$ cat src/rtl/rs_slot_alloc.sv
// Dual-port slot allocator for the 32-entry reservation station.
// Port 0 is granted the lowest free slot and port 1 the highest; releases return slots.
module rs_slot_alloc #(
  parameter int unsigned NUM_ENTRIES = 32,
  parameter int unsigned IDX_W       = 5
) (
  input  logic                   clock,
  input  logic                   reset,
  input  logic [1:0]             alloc_req,
  output logic [1:0]             grant_valid,
  output logic [IDX_W-1:0]       grant_idx0,
  output logic [IDX_W-1:0]       grant_idx1,
  input  logic [1:0]             free_en,
  input  logic [IDX_W-1:0]       free_idx0,
  input  logic [IDX_W-1:0]       free_idx1,
  input  logic                   flush,
  output logic [NUM_ENTRIES-1:0] busy,
  output logic [5:0]             free_cnt,
  output logic [1:0]             avail_cnt,
  output logic                   err
);

  logic [NUM_ENTRIES-1:0] r_busy;
  logic [5:0]             r_free_cnt;
  logic                   r_err;

  logic [NUM_ENTRIES-1:0] w_fv;
  logic [IDX_W-1:0]       w_lo;
  logic [IDX_W-1:0]       w_hi;
  logic [1:0]             w_gv;
  logic [NUM_ENTRIES-1:0] w_gmask;
  logic [NUM_ENTRIES-1:0] w_rmask;
  logic                   w_rel0;
  logic                   w_rel1;
  logic                   w_same;
  logic                   w_err_evt;
  logic [NUM_ENTRIES-1:0] w_busy_d;
  logic [5:0]             w_cnt_d;

  assign w_fv = ~r_busy;

  // Lowest and highest free index; both stay 0 when nothing is free.
  always_comb begin
    w_lo = '0;
    w_hi = '0;
    for (int i = NUM_ENTRIES - 1; i >= 0; i--) begin
      if (w_fv[i]) w_lo = IDX_W'(i);
    end
    for (int i = 0; i < NUM_ENTRIES; i++) begin
      if (w_fv[i]) w_hi = IDX_W'(i);
    end
  end

  always_comb begin
    w_gv = 2'b00;
    if (r_free_cnt >= 6'd2) begin
      w_gv = alloc_req;
    end else if (r_free_cnt == 6'd1) begin
      w_gv[0] = alloc_req[0];
      w_gv[1] = alloc_req[1] & ~alloc_req[0];
    end
  end

  // A release is effective only on a busy slot; a duplicate index counts once.
  assign w_same    = free_en[0] & free_en[1] & (free_idx0 == free_idx1);
  assign w_rel0    = free_en[0] & r_busy[free_idx0];
  assign w_rel1    = free_en[1] & r_busy[free_idx1] & ~w_same;
  assign w_err_evt = (free_en[0] & ~r_busy[free_idx0]) | (free_en[1] & ~r_busy[free_idx1]) |
                     w_same;

  always_comb begin
    w_gmask = '0;
    w_rmask = '0;
    if (w_gv[0]) w_gmask[w_lo] = 1'b1;
    if (w_gv[1]) w_gmask[w_hi] = 1'b1;
    if (w_rel0)  w_rmask[free_idx0] = 1'b1;
    if (w_rel1)  w_rmask[free_idx1] = 1'b1;
  end

  assign w_busy_d = (r_busy & ~w_rmask) | w_gmask;
  assign w_cnt_d  = r_free_cnt + {5'd0, w_rel0} + {5'd0, w_rel1}
                    - {5'd0, w_gv[0]} - {5'd0, w_gv[1]};

  always_ff @(posedge clock or negedge reset) begin
    if (!reset) begin
      r_busy     <= '0;
      r_free_cnt <= 6'd32;
      r_err      <= 1'b0;
    end else begin
      r_err <= r_err | w_err_evt;
      if (flush) begin
        r_busy     <= '0;
        r_free_cnt <= 6'd32;
      end else begin
        r_busy     <= w_busy_d;
        r_free_cnt <= w_cnt_d;
      end
    end
  end

  assign grant_valid = w_gv;
  assign grant_idx0  = w_lo;
  assign grant_idx1  = w_hi;
  assign busy        = r_busy;
  assign free_cnt    = r_free_cnt;
  assign avail_cnt   = (r_free_cnt >= 6'd2) ? 2'd2 : r_free_cnt[1:0];
  assign err         = r_err;

endmodule

$ cat config.mk
export PLATFORM = sky130hd
export DESIGN_NAME = rs_slot_alloc
export DESIGN_NICKNAME = d
export VERILOG_FILES = /design/src/rtl/rs_slot_alloc.sv
export SDC_FILE = /design/constraint.sdc
export NUM_CORES = 1
export LEC_CHECK = 0
export BUFFER_PORTS_ARGS = -buffer_cell sky130_fd_sc_hd__buf_2
export CORE_MARGIN = 5
export CORE_UTILIZATION = 50
export CTS_CLUSTER_DIAMETER = 30
export CTS_CLUSTER_SIZE = 28
export DETAILED_ROUTE_END_ITERATION = 7
export GPL_ROUTABILITY_DRIVEN = 0
export GPL_TIMING_DRIVEN = 1
export PLACE_DENSITY = 0.8
export REMOVE_ABC_BUFFERS = 1
export SETUP_SLACK_MARGIN = 0.5
export SLEW_MARGIN = 20
export SYNTH_ARGS = -nofsm -noshare
export SYNTH_HDL_FRONTEND = slang
export SYNTH_SLANG_ARGS = --single-unit
export TNS_END_PERCENT = 20
$ cat constraint.sdc
create_clock -name clock -period 5.24 [get_ports clock]
set_input_delay 0.524 -clock clock [delete_from_list [all_inputs] [get_ports clock]]
set_output_delay 0.524 -clock clock [all_outputs]
set_load 0.005 [all_outputs]
==> impl_metrics.env <==
export IMPL_setup_tns_ns=0
export IMPL_postCtsSetupRepairBufs=0
export IMPL_crit_type="primary input to flop"
export IMPL_grt_max_degree=40
export IMPL_max_stage_delay_ns=0.46
export IMPL_yosysSeqAreaShare_pct=22.7
export IMPL_async_reset_ff_share_pct=100
export IMPL_fin_crit_sh_pct=73.8
export IMPL_drc_errors=0
export IMPL_synth_adder_area_share_pct=4.02
export IMPL_multi_input_area_sq_um=2950
export IMPL_drv_cap=0
export IMPL_cts_sinks=39
export IMPL_grtUsageTotal_pct=30.8
export IMPL_fmax_mhz=259
export IMPL_place_area_sq_um=4540
export IMPL_min_period_ns=3.87
export IMPL_ios=70
export IMPL_cellLeakagePower_nw=1.78
export IMPL_crit_arrival_ns=4.07
export IMPL_max_slew_margin_rel_pct=34.5
export IMPL_cts_resized=0
export IMPL_cts_path_max_buffers=2
export IMPL_crit_path_frequent_cell="fa_1"
export IMPL_synth_seq_cells=39
export IMPL_synth_compound_area_share_pct=27.7
export IMPL_grt_ovfl_total=0
export IMPL_hold_buffers=0
export IMPL_port_buffers=69
export IMPL_fin_nets=599
export IMPL_synth_commonest_cells="54 x nand2_1, 40 x o221ai_1, 38 x dfrtp_1"
export IMPL_cp_data_required_time_ns=5.44
export IMPL_crit_path_top_delay_cell="o2111a_1"
export IMPL_ys_types=68
export IMPL_cts_tree="yes"
export IMPL_dp_hpwl_um=11700
export IMPL_antenna_found_initial=0
export IMPL_regArea_sq_um=977
export IMPL_finalHoldViolCount=0
export IMPL_drt_pass1_iter_count=8
export IMPL_cts_root_buf="clkbuf_8"
export IMPL_synth_top_family_by_area="compound AO/OA/AOI/OAI gates"
export IMPL_n_antenna_cell=0
export IMPL_die_h_um=103
export IMPL_peakVddDrop_mv=0.252
export IMPL_cts_buffers=5
export IMPL_grt_pass1_wl_um=25300
export IMPL_htree_levels=2
export IMPL_yosysTopAreaCell="dfrtp_1"
export IMPL_synthSimpleGateAreaFrac_pct=26.7
export IMPL_status="finished, final reports clean"
export IMPL_drive_gt1_share_pct=17.4
export IMPL_path_clk_slew_ns=0.08
export IMPL_drtIter0Drc=847
export IMPL_report_final_slew_viol_count=0
export IMPL_clock_latency_ns=0.29
export IMPL_final_core_util_pct=55.8
export IMPL_coreArea_sq_um=8300
export IMPL_vias_per_cell=7.44
export IMPL_crit_chain="buf_2 > mux2i_1 > o22ai_1 > a311oi_1 > o2111a_1 > nor2b_1 > fa_1 > inv_1 > fa_1 > inv_1 > ha_1 > fa_1 > a21o_1 > a21oi_1 > xnor2_1 > nand2_1"
export IMPL_netlist_area_sq_um=4300
export IMPL_vias=5023
export IMPL_fin_area_sq_um=4630
export IMPL_synth_area_top_cells="dfrtp_1 22%, o221ai_1 8.1%, mux2i_1 5.6%"
export IMPL_synthXorXnorAreaFrac_pct=1.63
export IMPL_fillers=781
export IMPL_fp_dieArea_sq_um=10600
export IMPL_syn_avg_cell_area_sq_um=7.88
export IMPL_synthMuxAreaShare_pct=8.73
export IMPL_synth_most_common_cell="nand2_1"
export IMPL_crit_fanout=23
export IMPL_syn_to_final_growth_pct=7.68
export IMPL_rows=33
export IMPL_worst_pin_slew_ns=0.980
export IMPL_routed_wl_um=16200
export IMPL_rsz0062_at_grt="false"
export IMPL_ant_nets=0
export IMPL_initial_utilization_pct=51.8
export IMPL_synth_edf_count=0
export IMPL_yosysWarnings=0
export IMPL_crit_path_end_kind="flop"
export IMPL_yosys_most_used_dff="dfrtp_1"
export IMPL_min_path_type="primary input to asynchronous set/reset pin"
export IMPL_finalClockSkew_ns=0.00593
export IMPL_power_density_nw_per_um2=215
export IMPL_synthCells=546
export IMPL_synth_top_area_share_pct=22.1
export IMPL_wl_per_cell_um=24.0
export IMPL_start_kind="primary input"
export IMPL_setup_viol=0
export IMPL_die_x_um=103
export IMPL_grt_pass1_vias=4853
==> routing by layer <==
| layer | share of wire, % | track usage (%) | vias to the layer above |
|---|---|---|---|
| met5 | 0 | 0 | - |
| met4 | 6.5 | 16.5 | 0 |
| met3 | 14 | 7.51 | 125 |
| met2 | 43 | 48.1 | 487 |
| met1 | 36 | 39.4 | 2303 |
| li1 | - | - | 2108 |
==> final cells by class <==
class	instances	share of cell area, %
multi-input cells	419	63.8
well taps	105	2.84
inverters	36	2.92
clock buffers	6	1.78
repair buffers	69	7.46
clock inverters	1	0.108
flip-flops and latches	39	21.1
==> path summary, 6_finish.rpt <==
path | from | end | slack [ns] | cells past startpoint
setup / recovery | free_idx0[0] | free_cnt[5] | 1.37 | 16
hold / removal | reset | busy[0] | 0.36 | 1
setup reg to reg | free_cnt[2] | free_cnt[5] | 1.39 | 15
hold reg to reg | err | err | 0.48 | 2
max in group asynchronous | reset | free_cnt[1] | 4.32 | 1
min in group clock | err | err | 0.48 | 2
==> per-stage QoR <==
step | hold WS [ns] | power (mW) | cells | setup slack (ns)
after floorplan | 0.228 | 0.618 | 494 | 1.78
after global placement | 0.465 | 0.765 | 668 | 1.23
after detailed placement | 0.466 | 0.778 | 668 | 1.12
after CTS | 0.391 | 0.989 | 675 | 1.34
after global routing | 0.431 | 1.05 | 675 | 1.06
final | 0.361 | 0.996 | 675 | 1.37
==> logic make-up (layout without fill, tap and decap cells) <==
kind of cell	Yosys count	after routing
XOR/XNOR	8	8
AO/OA/AOI/OAI	154	154
AND/OR/NAND/NOR	214	214
multiplexers	31	31
buffers and inverters	88	112
flip-flops	39	39
adder cells (fa/ha/maj)	12	12
==> worst max-delay path, delay by kind of cell <==
family,cells,cell delay [ns]
adder cells (fa/ha/maj),4,1.20
AND/OR/NAND/NOR,2,0.21
multiplexers,1,0.25
XOR/XNOR,1,0.13
AO/OA/AOI/OAI,5,1.17
buffers and inverters,3,0.57
==> sequential cells by signal, summed over array words and instances (netlist names) <==
name / flops
busy: 32
free_cnt: 6
err: 1
==> cells in the final DEF, fill, tap and decap left out, drive strengths merged, types with 10 or more instances in the layout <==
| cell | count |
|---|---|
| dfrtp | 38 |
| nor2 | 33 |
| o221ai | 46 |
| buf | 69 |
| nand3 | 24 |
| mux2i | 24 |
| nand2 | 54 |
| nand2b | 11 |
| a21oi | 13 |
| nor2b | 21 |
| nand4 | 13 |
| o211ai | 10 |
| inv | 36 |
| o21ai | 29 |
==> power by group <==
part | switching (mW) | internal, mW
sequential | 0.0421 | 0.330
combinational | 0.253 | 0.162
clock | 0.105 | 0.103
total | 0.400 | 0.596
Note: power is estimated with default switching activity, not from simulation.
